[src/rtl/immediate_generator_pkg.sv]
// Shared types for immediate generation and encoding.
// Holds the immediate format selector, the encoder error codes, the bit
// positions of the split immediate fields, and a signed-range helper.
package immediate_generator_pkg;

    // Immediate format selector; codes 3'b110 and 3'b111 are unassigned.
    typedef enum logic [2:0] {
        IMM_I = 3'd0,
        IMM_S = 3'd1,
        IMM_B = 3'd2,
        IMM_U = 3'd3,
        IMM_J = 3'd4,
        IMM_Z = 3'd5
    } imm_src_t;

    typedef enum logic [1:0] {
        IMM_ERR_NONE     = 2'd0,
        IMM_ERR_RANGE    = 2'd1,
        IMM_ERR_MISALIGN = 2'd2,
        IMM_ERR_ILLEGAL  = 2'd3
    } imm_err_t;

    // S-type: imm[11:5] -> [31:25], imm[4:0] -> [11:7]
    localparam int S_HI_MSB = 31;
    localparam int S_HI_LSB = 25;
    localparam int S_LO_MSB = 11;
    localparam int S_LO_LSB = 7;

    // B-type: imm[12] -> [31], imm[10:5] -> [30:25], imm[4:1] -> [11:8], imm[11] -> [7]
    localparam int B_SIGN_POS = 31;
    localparam int B_HI_MSB   = 30;
    localparam int B_HI_LSB   = 25;
    localparam int B_LO_MSB   = 11;
    localparam int B_LO_LSB   = 8;
    localparam int B_B11_POS  = 7;

    // J-type: imm[20] -> [31], imm[10:1] -> [30:21], imm[11] -> [20], imm[19:12] -> [19:12]
    localparam int J_SIGN_POS = 31;
    localparam int J_LO_MSB   = 30;
    localparam int J_LO_LSB   = 21;
    localparam int J_B11_POS  = 20;
    localparam int J_HI_MSB   = 19;
    localparam int J_HI_LSB   = 12;

    // True when v equals the sign extension of v[msb:0].
    function automatic logic fits_signed(input logic [31:0] v, input logic [4:0] msb);
        logic [4:0]  amt;
        logic [31:0] sh;
        amt = 5'd31 - msb;
        sh  = v << amt;
        return (($signed(sh) >>> amt) == $signed(v));
    endfunction

endpackage

[src/rtl/imm_field_pack.sv]
// Packs an immediate into the RV32I bit positions of a base instruction.
// Latency: combinational. Backpressure: none (pure function of inputs).
// Ports: base/imm/imm_src in; instr (packed word, or base on error) and err_code out.
module imm_field_pack
    import immediate_generator_pkg::*;
(
    input  logic [31:0] base,
    input  logic [31:0] imm,
    input  logic [2:0]  imm_src,
    output logic [31:0] instr,
    output imm_err_t    err_code
);

    logic [31:0] packed_word;
    logic        illegal;
    logic        aligned;
    logic        in_range;

    always_comb begin
        packed_word = base;
        illegal     = 1'b0;
        aligned     = 1'b1;
        in_range    = 1'b1;
        case (imm_src_t'(imm_src))
            IMM_I: begin
                packed_word[31:20] = imm[11:0];
                in_range           = fits_signed(imm, 5'd11);
            end
            IMM_S: begin
                packed_word[S_HI_MSB:S_HI_LSB] = imm[11:5];
                packed_word[S_LO_MSB:S_LO_LSB] = imm[4:0];
                in_range                       = fits_signed(imm, 5'd11);
            end
            IMM_B: begin
                packed_word[B_SIGN_POS]        = imm[12];
                packed_word[B_HI_MSB:B_HI_LSB] = imm[10:5];
                packed_word[B_LO_MSB:B_LO_LSB] = imm[4:1];
                packed_word[B_B11_POS]         = imm[11];
                in_range                       = fits_signed(imm, 5'd12);
                aligned                        = ~imm[0];
            end
            IMM_U: begin
                packed_word[31:12] = imm[31:12];
                in_range           = (imm[11:0] == 12'd0);
            end
            IMM_J: begin
                packed_word[J_SIGN_POS]        = imm[20];
                packed_word[J_LO_MSB:J_LO_LSB] = imm[10:1];
                packed_word[J_B11_POS]         = imm[11];
                packed_word[J_HI_MSB:J_HI_LSB] = imm[19:12];
                in_range                       = fits_signed(imm, 5'd20);
                aligned                        = ~imm[0];
            end
            IMM_Z: begin
                packed_word[24:20] = imm[4:0];
                in_range           = (imm[31:5] == 27'd0);
            end
            default: illegal = 1'b1;
        endcase
    end

    // Priority: illegal selector, then misalignment, then range.
    always_comb begin
        if (illegal)        err_code = IMM_ERR_ILLEGAL;
        else if (!aligned)  err_code = IMM_ERR_MISALIGN;
        else if (!in_range) err_code = IMM_ERR_RANGE;
        else                err_code = IMM_ERR_NONE;
    end

    // An errored result carries the base word untouched.
    assign instr = (err_code == IMM_ERR_NONE) ? packed_word : base;

endmodule

[src/rtl/imm_instr_encoder.sv]
// Encodes an immediate into a base RV32I instruction with range/alignment checks.
// Latency: 2 cycles at out_ready=1, one result per cycle.
// Backpressure: two-entry valid/ready pipeline; in_ready drops when both stages are full.
// Ports: in_valid/in_ready/in_imm_src/in_imm/in_base request side; out_valid/out_ready/
// out_instr/out_err/out_err_code result side; err_count = saturating errored-delivery count.
module imm_instr_encoder
    import immediate_generator_pkg::*;
#(
    parameter int CNT_W = 16
) (
    input  logic             clk,
    input  logic             rst_n,
    input  logic             in_valid,
    output logic             in_ready,
    input  logic [2:0]       in_imm_src,
    input  logic [31:0]      in_imm,
    input  logic [31:0]      in_base,
    output logic             out_valid,
    input  logic             out_ready,
    output logic [31:0]      out_instr,
    output logic             out_err,
    output logic [1:0]       out_err_code,
    output logic [CNT_W-1:0] err_count
);

    logic [31:0] pack_instr;
    imm_err_t    pack_code;

    logic        s1_valid;
    logic [31:0] s1_instr;
    imm_err_t    s1_code;
    logic        s2_valid;
    logic [31:0] s2_instr;
    imm_err_t    s2_code;
    logic        adv2;

    imm_field_pack u_pack (
        .base     (in_base),
        .imm      (in_imm),
        .imm_src  (in_imm_src),
        .instr    (pack_instr),
        .err_code (pack_code)
    );

    // Stage 2 can load when empty or draining; stage 1 when empty or moving on.
    assign adv2     = !s2_valid || out_ready;
    assign in_ready = !s1_valid || adv2;

    always_ff @(posedge clk or negedge rst_n) begin
        if (!rst_n) begin
            s1_valid <= 1'b0;
            s1_instr <= 32'd0;
            s1_code  <= IMM_ERR_NONE;
        end else if (in_ready) begin
            s1_valid <= in_valid;
            if (in_valid) begin
                s1_instr <= pack_instr;
                s1_code  <= pack_code;
            end
        end
    end

    // Data only loads with a valid item, so a stalled output stays stable.
    always_ff @(posedge clk or negedge rst_n) begin
        if (!rst_n) begin
            s2_valid <= 1'b0;
            s2_instr <= 32'd0;
            s2_code  <= IMM_ERR_NONE;
        end else if (adv2) begin
            s2_valid <= s1_valid;
            if (s1_valid) begin
                s2_instr <= s1_instr;
                s2_code  <= s1_code;
            end
        end
    end

    always_ff @(posedge clk or negedge rst_n) begin
        if (!rst_n) begin
            err_count <= '0;
        end else if (out_valid && out_ready && out_err && (err_count != '1)) begin
            err_count <= err_count + CNT_W'(1);
        end
    end

    assign out_valid    = s2_valid;
    assign out_instr    = s2_instr;
    assign out_err_code = s2_code;
    assign out_err      = (s2_code != IMM_ERR_NONE);

endmodule
[config.mk]
export PLATFORM = sky130hd
export DESIGN_NAME = imm_instr_encoder
export DESIGN_NICKNAME = d
export VERILOG_FILES = /design/src/rtl/immediate_generator_pkg.sv /design/src/rtl/imm_field_pack.sv /design/src/rtl/imm_instr_encoder.sv
export SDC_FILE = /design/constraint.sdc
export NUM_CORES = 1
export LEC_CHECK = 0
export BUFFER_PORTS_ARGS = -buffer_cell sky130_fd_sc_hd__buf_2
export CORE_ASPECT_RATIO = 0.75
export CORE_UTILIZATION = 47
export DETAILED_ROUTE_END_ITERATION = 7
export PLACE_DENSITY = 0.74
export SLEW_MARGIN = 5
export SYNTH_ARGS = -nofsm -noshare
export SYNTH_HDL_FRONTEND = slang
export SYNTH_SLANG_ARGS = --single-unit
[constraint.sdc]
create_clock -name clk -period 2 [get_ports clk]
set_input_delay 0.5 -clock clk [delete_from_list [all_inputs] [get_ports clk]]
set_output_delay 0.5 -clock clk [all_outputs]
set_load 0.02 [all_outputs]
---- Word level (Yosys, flattened, before mapping) ----
Index checks and enable logic that the tools add are counted.
operators by class
  add/subtract/negate cells ............... 1
  equality and inequality tests ........... 9
  mux-type cells .......................... 10
  reduce and logical (&&, ||, !) cells .... 19
  bitwise operators ....................... 1
operators by type and width
  operator                                                               number
  32-bit 2-to-1 mux                                                      1
  7-bit one-hot mux with 4 select lines                                  1
  27-bit logical NOT                                                     1
  1-bit by 20-bit equality test with 1-bit output                        1
  1-bit by 19-bit equality test with 1-bit output                        1
  16-bit by 1-bit adder with 16-bit output, second input constant        1
  16-bit inequality test, second input constant                          1
  5-bit one-hot mux with 3 select lines                                  1
  12-bit logical NOT                                                     1
  1-bit by 11-bit equality test with 1-bit output                        1
  5-bit one-hot mux with 2 select lines                                  1
  8-bit 2-to-1 mux                                                       1
  2-bit OR reduction                                                     4
  3-bit by 2-bit equality test with 1-bit output, second input constant  2
  3-bit equality test, second input constant                             2
  6-bit OR reduction                                                     1
  1-bit one-hot mux with 5 select lines                                  1
  2-bit 2-to-1 mux                                                       2
  2-bit AND reduction                                                    2
  3-bit by 1-bit equality test with 1-bit output, second input constant  1
  1-bit logical AND                                                      3
  3-bit logical NOT                                                      1
  1-bit logical NOT                                                      2
  2-bit logical NOT                                                      1
  4 further kinds                                                        6
word-level totals
  output and inout bits ................... 53
  register bits after elaboration ......... 86
  bits of input ports ..................... 71
  logic and storage cells ................. 47

---- Logic depth before layout (Yosys ltp) ----
Gate-level depths: netlist of the first run.
  depth in word-level cells ............... 8
  mapped depth ............................ 10
  gate-level depth less buffers ........... 8

---- Modules after synthesis ----
Synthesis of the first run repeated with hierarchy kept, for this count alone.
second synthesis, totals
  cells, all modules ...................... 379
  area total of the unflattened synthesis .. 4576.9 um2
by module, submodules not included
  module             cells an instance  instances  area each (um2)  sequential area each (um2)
  imm_instr_encoder  229                1          3442.1           2152.1
  imm_field_pack     150                1          1134.8           0.0

---- Worst setup path after synthesis of the first run ----
Ideal clock, no wire load.
  kind .................................... input-to-reg
  start ................................... input port in_imm[11]
  end ..................................... register s1_instr[13]
  setup time .............................. 82 ps
  cell stages on the path ................. 9
  required time ........................... 1918 ps
  arrival ................................. 2618 ps
  buffers on the path ..................... 1
  slack ................................... -700 ps
  cell sequence ........................... inv_1 -> ha_1 -> or3b_1 -> a211o_1 -> a2111oi_4 -> o31ai_2 -> buf_6 -> or3b_1 -> a31oi_1
between the ends
  cells in the longest elaborated chain, start to end .. 7
  elaborated cells on any way between the ends .. 9
  classes of those cells .................. eq/ne: 1; mux: 5; reduce/logical: 3
ends and longest elaborated chain
  item                                                                           line                           RTL
  start: declaration                                                             imm_instr_encoder.sv:16        input logic [31:0] in_imm,
  1-bit by 20-bit equality test with 1-bit output, or another cell as far along  immediate_generator_pkg.sv:51  return (($signed(sh) >>> amt) == $signed(v));
  1-bit one-hot mux with 5 select lines (*)                                      imm_field_pack.sv:24           case (imm_src_t'(imm_src))
  1-bit 2-to-1 mux (*)                                                           imm_field_pack.sv:66           else if (!in_range) err_code = IMM_ERR_RANGE;
  2-bit 2-to-1 mux (*)                                                           imm_field_pack.sv:65           else if (!aligned) err_code = IMM_ERR_MISALIGN;
  2-bit 2-to-1 mux (*)                                                           imm_field_pack.sv:64           if (illegal) err_code = IMM_ERR_ILLEGAL;
  2-bit logical NOT (*)                                                          imm_field_pack.sv:71           assign instr = (err_code == IMM_ERR_NONE) ? packed_word : base;
  32-bit 2-to-1 mux (*)                                                          imm_field_pack.sv:71
  end signal: assignment                                                         imm_instr_encoder.sv:57        s1_instr <= pack_instr;
  end: declaration                                                               imm_instr_encoder.sv:30        logic [31:0] s1_instr;
Every way passes the cells marked *; elsewhere a longest branch is shown, timed or not.
A chain may end at the register's enable or synchronous reset.

---- Worst setup path in the final report of the first run ----
  start ................................... input port in_imm[12]
  end ..................................... register s1_instr[16]
between the ends
  cells in the longest elaborated chain, start to end .. 7
  elaborated cells on any way between the ends .. 9
  classes of those cells .................. eq/ne: 2; mux: 5; reduce/logical: 2
ends and longest elaborated chain
  item                                                                           line
  1-bit by 20-bit equality test with 1-bit output, or another cell as far along  immediate_generator_pkg.sv:51
  1-bit one-hot mux with 5 select lines (*)                                      imm_field_pack.sv:24
  1-bit 2-to-1 mux (*)                                                           imm_field_pack.sv:66
  2-bit 2-to-1 mux (*)                                                           imm_field_pack.sv:65
  2-bit 2-to-1 mux (*)                                                           imm_field_pack.sv:64
  2-bit logical NOT (*)                                                          imm_field_pack.sv:71
  32-bit 2-to-1 mux (*)                                                          imm_field_pack.sv:71
Marked as above.

==> results.ini, run 1 <==
[yosys]
synth_async_sr_flop_share_pct=100.0
yosysTopAreaCell=sky130_fd_sc_hd__dfrtp_1
syn-num-nets=484
post_synth_main_area_contributors=sky130_fd_sc_hd__dfrtp_1 (52%), sky130_fd_sc_hd__mux2_2 (9.7%), sky130_fd_sc_hd__nand2_1 (4.3%), sky130_fd_sc_hd__o21ai_0 (3.8%), sky130_fd_sc_hd__nor2_1 (2.6%)
synth_cells=411
yosys.area.top_type_share_pct=51.57
yosys.cell_count.top_type=sky130_fd_sc_hd__dfrtp_1
ys_seq_area_share_pct=51.57
netlist_area_um2=4173
synth_enable_flop_cells=0
synth_top_cells_by_count=sky130_fd_sc_hd__dfrtp_1 (86), sky130_fd_sc_hd__nand2_1 (48), sky130_fd_sc_hd__mux2_2 (36)
synth-seq-cells=86
warning_count_from_the_yosys_run=0
synth.distinct_cells=45
ys_dominant_reg_cell=sky130_fd_sc_hd__dfrtp_1
postSynthAreaPerCell_um2=10.15

[place]
gp_routability_congestion=0.9246
dp_hpwl_um=7902
numPortBuffers=123
dpl-instance-area_um2=5404
dpl.cell_count=679

[worst_setup_path]
path_delay_family=compound AO/OA/AOI/OAI gates
worst_r2r_startpoint=err_count[8]
critical_path_launch_point_type=input pin
cp_slowest_cell=sky130_fd_sc_hd__or3b_1
worstSetupEndpointType=register
critical_path_buf_inv_count=4
worstPathRequired_ps=2270
worst_r2r_path_depth=7
r2r_slack_ps=170
worst_r2r_endpoint=err_count[6]
cp_max_fo=7
critPathKind=in2reg
timing.critical_path.cells=buf_12 -> inv_12 -> ha_4 -> or3b_1 -> a211o_1 -> a2111oi_4 -> buf_4 -> o31ai_4 -> buf_6 -> o31a_1 -> a21oi_2
max_stage_delay_ps=350
critical_path_arrival_ps=2660

[detailed_routing]
initialDrtViolationCount=236
drt-vias-per-instance=5.501
drt_wl_total_um=11420
post-route-drc-count=0
routedWlPerCell_um=16.08
routed-via-count=3906
drtPass1Iterations=4
ant_nets=0

[power_and_ir_drop]
power.internal_mw=3.899
power.density_cell_area_nw_per_um2=958.8
total_leakage_power_nw=2.810
p_seq_share_pct=40.4
power.ir.vdd_worst_v=0.0007621
power_frac_clock_pct=32.5
comb_power_share_pct=27.1
power.share.switching_pct=31.70
design_power_total_mw=5.709
netSwitchingPower_mw=1.810

[clocking]
tritoncts=done
ctsRootBufferMaster=sky130_fd_sc_hd__clkbuf_16
cts_made_buffers=9
clock_tree.htree_level_count=3
cts-root-to-sink-buffers=2
holdBufCountCts=0
worst_setup_hold_path_clk_slew_ps=70
clock_latency_ps=340
clock-sinks=86

[flow_run]
maxCapViolations=0

[run_status]
status=complete, but fails checks
failed_checks=setup timing

[global_route]
grt_start_max_net_pins=49
grt_antenna_before_repair=0
groute.usage.overall_pct=25.50
wire_length_of_the_first_global_routing_pass_um=18810
grt_remaining_overflow=0
first_global_vias=3983

[sta]
finalMaxSlewViolations=0
timing.final.setup_violations=26
rel_slew_slack_pct=46.61
final.hold.worst_slack_ps=34.24
timing.final.hold_violations=0
setup_ws_ps=-395.0
fmax_mhz=417.5
worst_pin_slew_ps=796.1
worst_clock_skew_ps=5.502
timing.final.crit_share_pct=119.8
grt_setup_unrepaired=yes
final_period_minus_worst_setup_slack_ps=2395

[floorplan]
chipWidth_um=110.8
fp.dieArea_um2=9263
die_h_um=83.60
initial_utilization_pct=48.94
ioPinCount=124
core_area_um2=8527
std_cell_rows=29

[finish]
antenna_cells=0
instances_no_fill=710
design.final.nets=670
synthToLayoutAreaGrowth_pct=42.70
stdcell_area_um2=5954
share_of_the_core_filled_with_cells_in_the_final_layout_pct=69.83
proportion_of_layout_cells_with_a_drive_suffix_above_1_pct=45.68

[min_path]
worst_hold_path_type=in2async

[cell type report]
class	count	area, um^2
clock buffers	10	239.0
well taps	108	135.1
fillers	639	2572
clock inverters	6	92.59
repair buffers	194	1242
inverters	16	75.07
multi-input cells	290	2018
flip-flops and latches	86	2152
[timing repair]
item / 4_1_cts / 5_1_grt
cloned: 2 / 1
setup buffers: 7 / 5
gates resized for setup: 23 / 10
endpoints found under the hold margin: 0 / 0
pin swaps: 35 / 17
setup endpoints to repair: 26 / 28
[routing by layer]
layer	vias to the layer above	global-route usage, %	wire length [um]
met5	-	0	0
met4	0	6.667	184
met3	18	6.972	851
met2	167	42.97	5494
met1	1867	32.55	4885
li1	1854	-	-
[worst max-delay path by stage]
stage | from | to | slack (ps) | cells past startpoint
final | in_imm[12] | s1_instr[16] | -400 | 11
after global routing | in_imm[12] | s1_instr[16] | -470 | 11
after CTS | in_imm[12] | s1_instr[19] | -470 | 10
after detailed placement | in_imm[12] | s1_instr[16] | -960 | 10
after global placement | in_imm[12] | s1_instr[15] | -890 | 10
after floorplan | in_imm[12] | s1_instr[13] | -580 | 9
[per-stage QoR]
stage                     setup slack (ps)  setup TNS [ps]
after floorplan                     -585.0          -11810
after global placement              -891.9          -19590
after detailed placement            -964.6          -20850
after CTS                           -474.1           -9422
after global routing                -469.9           -9220
final                               -395.0           -7393
[sequential cells by signal (all words and copies together) (netlist names)]
register and cells:
out_instr 32, s1_instr 32, s1_valid 1, out_valid 1
s1_code 2, out_err_code 2, err_count 16
[logic make-up after synthesis]
kind of cell	share of synthesized area (%)
XOR/XNOR	3.358
buffers and inverters	3.898
flip-flops	51.57
adder cells (fa/ha/maj)	0.8395
multiplexers	9.955
AO/OA/AOI/OAI	13.52
AND/OR/NAND/NOR	16.85
[cell usage in the layout (no fill, tap or decap), drive strengths merged, types with 2 or more instances in the layout]
cell type / count
a22oi: 7
nor4: 7
and4: 2
clkbuf: 10
o31a: 4
mux2: 36
xnor2: 7
a21oi: 17
inv: 17
a31o: 5
nor2: 29
a211oi: 2
buf: 194
a31oi: 15
nor3: 2
dfrtp: 86
nand2: 48
ha: 2
and3: 4
or3b: 5
o211ai: 3
nand3b: 2
clkinv: 2
or2: 2
o21ai: 32
bufinv: 2
nand3: 15
nand2b: 4
o31ai: 4
or3: 5
nand4: 10
xor2: 9
nor3b: 2
[power by group through the flow]
stage | clock network [mW] | registers, mW | logic [mW]
floorplan | 0 | 2.60 | 0.577
global placement | 0 | 2.31 | 1.45
detailed placement | 0 | 2.33 | 1.49
CTS | 1.88 | 2.30 | 1.54
global route | 1.94 | 2.35 | 1.67
finish | 1.86 | 2.31 | 1.55
Power figures use the tool's default switching activity.
==> inputs of run 2 (changes only) <==
Settings changed: CORE_UTILIZATION 47 to 48, CTS_CLUSTER_DIAMETER from default to 80, SYNTH_HIERARCHICAL from default to 1.
==> results.ini, run 2 <==
[run_status]
status=complete, but fails checks
failed_checks=setup timing

[worst_setup_path]
worst_r2r_endpoint=err_count[1]
cp_max_fo=4  ; -3
worst_r2r_path_depth=4  ; -3
worst_r2r_startpoint=err_count[2]
worstPathRequired_ps=2220  ; -50 ps
critical_path_arrival_ps=2740  ; +80 ps
critPathKind=in2reg
r2r_slack_ps=250  ; +80 ps
critical_path_launch_point_type=input pin
worstSetupEndpointType=register

[sta]
post_route_setup_tns_ps=-12000  ; -4602 ps
final_period_minus_worst_setup_slack_ps=2517  ; +122.2 ps
finalMaxSlewViolations=0  ; unchanged
timing.final.setup_violations=26  ; unchanged
fmax_mhz=397.3  ; -4.9%
setup_ws_ps=-517.2  ; -122.2 ps
worst_pin_slew_ps=559.0  ; -237.2 ps
grt_setup_unrepaired=yes
timing.final.hold_violations=0  ; unchanged
timing.final.crit_share_pct=125.9  ; +6.1 points
rel_slew_slack_pct=62.39  ; +16 points
worst_clock_skew_ps=4.441  ; -1.061 ps

[detailed_routing]
drt_wl_total_um=11970  ; +4.9%
drtPass1Iterations=4  ; unchanged
ant_nets=0  ; unchanged
routedWlPerCell_um=17.45  ; +8.6%
routed-via-count=3763  ; -3.7%
initialDrtViolationCount=255  ; +8.1%
post-route-drc-count=0  ; unchanged
drt-vias-per-instance=5.485  ; -0.29%

[finish]
design.final.nets=627  ; -6.4%
synthToLayoutAreaGrowth_pct=39.69
layout_commonest_cell=sky130_fd_sc_hd__buf_2
proportion_of_layout_cells_with_a_drive_suffix_above_1_pct=58.42  ; +13 points
antenna_cells=0  ; unchanged
highest_count_cells_in_the_layout_ignoring_fill_and_taps=sky130_fd_sc_hd__buf_2 (114), sky130_fd_sc_hd__dfrtp_1 (86), sky130_fd_sc_hd__buf_4 (52)
instances_no_fill=686  ; -3.4%

[clocking]
tritoncts=done
clock_tree.htree_level_count=3  ; unchanged
clock_latency_ps=340  ; about the same
cts-root-to-sink-buffers=2  ; unchanged
cts_made_buffers=9  ; unchanged
clock-sinks=86  ; unchanged
worst_setup_hold_path_clk_slew_ps=60  ; about the same
ctsRootBufferMaster=sky130_fd_sc_hd__clkbuf_16

[floorplan]
die_h_um=86.57  ; +3.5%
ioPinCount=124  ; unchanged
std_cell_rows=30  ; +3.4%
chipWidth_um=114.8  ; +3.6%
core_area_um2=9159  ; +7.4%
initial_utilization_pct=49.97  ; +1.0 points
fp.dieArea_um2=9934  ; +7.2%

[yosys]
synth_enable_flop_cells=0  ; unchanged
synth_cells=379  ; -7.8%
post_synth_main_area_contributors=sky130_fd_sc_hd__dfrtp_1 (47%), sky130_fd_sc_hd__mux2_2 (18%), sky130_fd_sc_hd__mux2_4 (2.3%), sky130_fd_sc_hd__mux2_1 (2.0%), sky130_fd_sc_hd__nor3_1 (1.9%)
ys_dominant_reg_cell=sky130_fd_sc_hd__dfrtp_1
synth_async_sr_flop_share_pct=100.0  ; unchanged
yosys.area.top_type_share_pct=47.02  ; -4.6 points
warning_count_from_the_yosys_run=6  ; +6
postSynthAreaPerCell_um2=12.08  ; +19%
yosysTopAreaCell=sky130_fd_sc_hd__dfrtp_1
synth_top_cells_by_count=sky130_fd_sc_hd__dfrtp_1 (86), sky130_fd_sc_hd__mux2_2 (74), sky130_fd_sc_hd__nor2_1 (20)
syn-num-nets=452  ; -6.6%
synth.distinct_cells=60  ; +33%
ys_seq_area_share_pct=47.02  ; -4.6 points
synth-seq-cells=86  ; unchanged
netlist_area_um2=4577  ; +9.7%
yosys.cell_count.top_type=sky130_fd_sc_hd__dfrtp_1

[min_path]
worst_hold_path_type=in2async

[global_route]
wire_length_of_the_first_global_routing_pass_um=19310  ; +2.6%
first_global_vias=3799  ; -4.6%
grt_start_max_net_pins=87  ; +78%
grt_antenna_before_repair=0  ; unchanged
groute.usage.overall_pct=25.67  ; +0.17 points
grt_remaining_overflow=0  ; unchanged

[place]
numPortBuffers=123  ; unchanged
dpl.cell_count=663  ; -2.4%
gp_routability_congestion=0.9792  ; +5.9%
dp_hpwl_um=8755  ; +11%

[power_and_ir_drop]
total_leakage_power_nw=2.993  ; +6.5%
power.density_cell_area_nw_per_um2=922.8  ; -3.8%
power.ir.vdd_worst_v=0.0006510  ; -15%

[flow_run]
maxCapViolations=0  ; unchanged

## run 2: cells by family (layout without fill, tap and decap cells)
family	after synthesis	after routing	share of synthesized area [%]
xor gates and xnor gates	12	12	2.296
AOI/OAI and AO/OA	43	43	7.791
buffers and inverters	29	208	3.745
and+or+nand+nor	111	111	14.60
DFF	86	86	47.02
muxes	95	95	23.78
adders and majority gates	3	3	0.7654
## run 2: critical path: stages
cell                        delay [ps]
sky130_fd_sc_hd__buf_8             100
sky130_fd_sc_hd__nor4_4            350
sky130_fd_sc_hd__nand4_1           210
sky130_fd_sc_hd__a2111oi_4         360
sky130_fd_sc_hd__a311o_2           290
sky130_fd_sc_hd__buf_6             130
sky130_fd_sc_hd__o21ai_4            40
sky130_fd_sc_hd__nand2b_4          180
sky130_fd_sc_hd__mux2_4            310
sky130_fd_sc_hd__mux2_4            270
## run 2: through the flow
stage	util [%]	setup slack, ps	hold WS, ps	power [mW]	area [um^2]
finish	69.81	-517.2	160.2	5.900	6394
global placement	62.81	-991.7	479.7	3.999	5753
CTS	69.14	-482.7	206.4	5.939	6332
detailed placement	62.81	-1081	488.1	4.068	5753
floorplan	-	-610.4	204.4	3.382	4651
global route	69.81	-569.7	215.1	6.174	6394
## run 2: worst max-delay path by stage
stage | start | endpoint | slack [ps] | cells after the start
after floorplan | in_imm_src[1] | s1_instr[31] | -610 | 10
after global placement | in_imm[16] | s1_instr[17] | -990 | 9
after detailed placement | in_imm[16] | s1_instr[17] | -1080 | 9
after CTS | in_imm[8] | s1_instr[8] | -480 | 10
after global routing | in_imm[8] | s1_instr[9] | -570 | 10
final | in_imm[8] | s1_instr[11] | -520 | 10
## run 2: repair_timing
action | CTS | global route
hold buffers | 0 | 0
pin swaps | 13 | 8
resized for setup | 49 | 10
cloned | 0 | 0
endpoints found under the setup margin | 26 | 26
buffers inserted | 5 | 3
## run 2: power by group
part / internal [mW] / switching [mW] / total (mW)
Combinational: 0.835 / 0.916 / 1.75
Clock: 1.09 / 0.678 / 1.77
Sequential: 2.12 / 0.260 / 2.38
## run 2: layout make-up
| class | instances | area, um^2 |
|---|---|---|
| inverter | 8 | 40.04 |
| sequential | 86 | 2152 |
| timing repair buffer | 185 | 1230 |
| tap | 128 | 160.2 |
| fill | 709 | 2765 |
| clock inverter | 5 | 83.83 |
| multi-input combinational | 264 | 2499 |
| clock buffer | 10 | 229.0 |
## run 2: per-layer routing
layer / GRT usage (%) / vias to the layer above / share of wire (%)
met5: 0 / - / 0
met4: 10.63 / 0 / 2.2
met3: 5.175 / 21 / 6.0
met2: 40.28 / 146 / 46
met1: 35.01 / 1843 / 46
li1: - / 1753 / -
==> inputs of run 3 (changes only) <==
Settings changed: CORE_UTILIZATION 48 to 45, PLACE_DENSITY 0.74 to 0.7.
==> results.ini, run 3 (synthesis results as in run 2) <==
[run_status]
status=complete, but fails checks
failed_checks=setup timing

[detailed_routing]
ant_nets=0  ; unchanged
routedWlPerCell_um=17.57  ; +0.65%
initialDrtViolationCount=291  ; +14%
drt_wl_total_um=12230  ; +2.1%
routed-via-count=3769  ; +0.16%
post-route-drc-count=0  ; unchanged
drt-vias-per-instance=5.415  ; -1.3%
drtPass1Iterations=4  ; unchanged

[sta]
fmax_mhz=402.6  ; +1.3%
final_period_minus_worst_setup_slack_ps=2484  ; -33.30 ps
final.hold.worst_slack_ps=112.3  ; -47.87 ps
finalMaxSlewViolations=0  ; unchanged
timing.final.setup_violations=26  ; unchanged
worst_clock_skew_ps=4.277  ; -0.1641 ps
timing.final.hold_violations=0  ; unchanged
timing.final.crit_share_pct=124.2  ; -1.7 points
setup_ws_ps=-483.9  ; +33.30 ps
rel_slew_slack_pct=52.21  ; -10 points
grt_setup_unrepaired=yes
worst_pin_slew_ps=710.3  ; +151.3 ps

[worst_setup_path]
critical_path_arrival_ps=2710  ; -30 ps
max_stage_delay_ps=370  ; about the same
worstPathRequired_ps=2230  ; about the same
critical_path_buf_inv_count=2  ; unchanged
critical_path_launch_point_type=input pin
cp_max_fo=7  ; +3
cp_common_cell=sky130_fd_sc_hd__mux2_2
cp_slowest_cell=sky130_fd_sc_hd__nor4_4
worstSetupEndpointType=register
setup.worst_path.start=in_imm[8]
timing.critical_path.cells=buf_8 -> nor4_4 -> nand4_1 -> a2111oi_4 -> a311o_2 -> nor2_2 -> a21oi_4 -> buf_12 -> mux2_2 -> mux2_2
critPathKind=in2reg
worst_r2r_startpoint=err_count[1]
path_delay_family=compound AO/OA/AOI/OAI gates

[clocking]
tritoncts=done
worst_setup_hold_path_clk_slew_ps=60  ; about the same
cts-root-to-sink-buffers=2  ; unchanged
clock-sinks=86  ; unchanged
cts_made_buffers=9  ; unchanged
clock_tree.htree_level_count=3  ; unchanged
clock_latency_ps=340  ; about the same
ctsRootBufferMaster=sky130_fd_sc_hd__clkbuf_16

[floorplan]
initial_utilization_pct=46.83  ; -3.1 points
core_area_um2=9774  ; +6.7%
fp.dieArea_um2=10580  ; +6.5%
ioPinCount=124  ; unchanged
std_cell_rows=31  ; +3.3%
die_h_um=89.34  ; +3.2%
chipWidth_um=118.5  ; +3.2%

[power_and_ir_drop]
power_frac_clock_pct=30.4  ; +0.4 points
design_power_total_mw=5.899  ; about the same
comb_power_share_pct=29.3  ; -0.4 points
total_leakage_power_nw=2.941  ; -1.7%
power.share.switching_pct=31.53  ; +0.11 points
power.ir.vdd_worst_v=0.0005534  ; -15%
power.density_cell_area_nw_per_um2=928.2  ; +0.59%
p_seq_share_pct=40.3  ; about the same
power.internal_mw=4.039  ; -0.18%
netSwitchingPower_mw=1.860  ; +0.33%

[finish]
layout_commonest_cell=sky130_fd_sc_hd__buf_2
highest_count_cells_in_the_layout_ignoring_fill_and_taps=sky130_fd_sc_hd__buf_2 (115), sky130_fd_sc_hd__dfrtp_1 (86), sky130_fd_sc_hd__mux2_2 (63)
instances_no_fill=696  ; +1.5%
share_of_the_core_filled_with_cells_in_the_final_layout_pct=65.02  ; -4.8 points
design.final.nets=630  ; +0.48%
synthToLayoutAreaGrowth_pct=38.85
proportion_of_layout_cells_with_a_drive_suffix_above_1_pct=58.54  ; +0.12 points

[global_route]
groute.usage.overall_pct=24.12  ; -1.6 points
grt_remaining_overflow=0  ; unchanged
grt_util_met1_pct=31.97  ; -3.0 points
grt_busiest_layer=met2
first_global_vias=3770  ; -0.76%
gr-usage-met3_pct=5.867  ; +0.69 points
globalRouteMet2Util_pct=38.98  ; -1.3 points
wire_length_of_the_first_global_routing_pass_um=19330  ; +0.14%
grt_start_max_net_pins=35  ; -60%
grt_antenna_before_repair=2  ; +2

[place]
dp_hpwl_um=9201  ; +5.1%
dpl.cell_count=667  ; +0.60%
numPortBuffers=123  ; unchanged
gp_routability_congestion=0.9365  ; -4.4%

[min_path]
worst_hold_path_type=in2async

[flow_run]
maxCapViolations=0  ; unchanged

[run 3: cell type report]
class,instances,area [um^2]
Timing Repair Buffer,188,1231
Fill cell,824,3420
Clock inverter,6,95.09
Sequential cell,86,2152
Inverter,8,37.54
Tap cell,132,165.2
Antenna cell,2,5.005
Clock buffer,10,229.0
Multi-Input combinational cell,264,2440
[run 3: power by group through the flow]
stage                     Sequential, mW  Combinational, mW  Clock, mW
after floorplan                     2.70              0.681          0
after global placement              2.38               1.63          0
after detailed placement            2.40               1.67          0
after CTS                           2.38               1.72       1.84
after global routing                2.44               1.86       1.92
final                               2.38               1.73       1.79
[run 3: path summary, 6_finish.rpt]
| path | slack, ps | end | cells past startpoint |
|---|---|---|---|
| max | -480 | s1_instr[16] | 10 |
| min | 110 | err_count[13] | 1 |
| max reg2reg | 230 | err_count[10] | 5 |
| min reg2reg | 500 | out_instr[0] | 1 |
| max in group asynchronous | 1380 | out_instr[12] | 2 |
| min in group clk | 390 | s1_valid | 2 |
[run 3: what timing repair did]
item | in CTS | in global routing
hold buffers | 0 | 0
buffers inserted | 10 | 1
setup endpoints to repair | 26 | 26
resized for setup | 25 | 14
pin swaps | 19 | 9
gates cloned | 0 | 0
[run 3: routing by layer]
| metal | up-vias | routed length (um) |
|---|---|---|
| met2 | 135 | 5704 |
| met3 | 11 | 786 |
| met1 | 1859 | 5571 |
| met4 | 0 | 166 |
| li1 | 1764 | - |
| met5 | - | 0 |
[run 3: through the flow]
stage               setup slack, ps  area [um^2]  TNS [ps]
finish                       -483.9         6355    -11090
global route                 -542.6         6355    -12480
CTS                          -445.3         6279     -9748
detailed placement            -1158         5758    -26960
global placement              -1093         5758    -25930
floorplan                    -610.4         4651    -14030
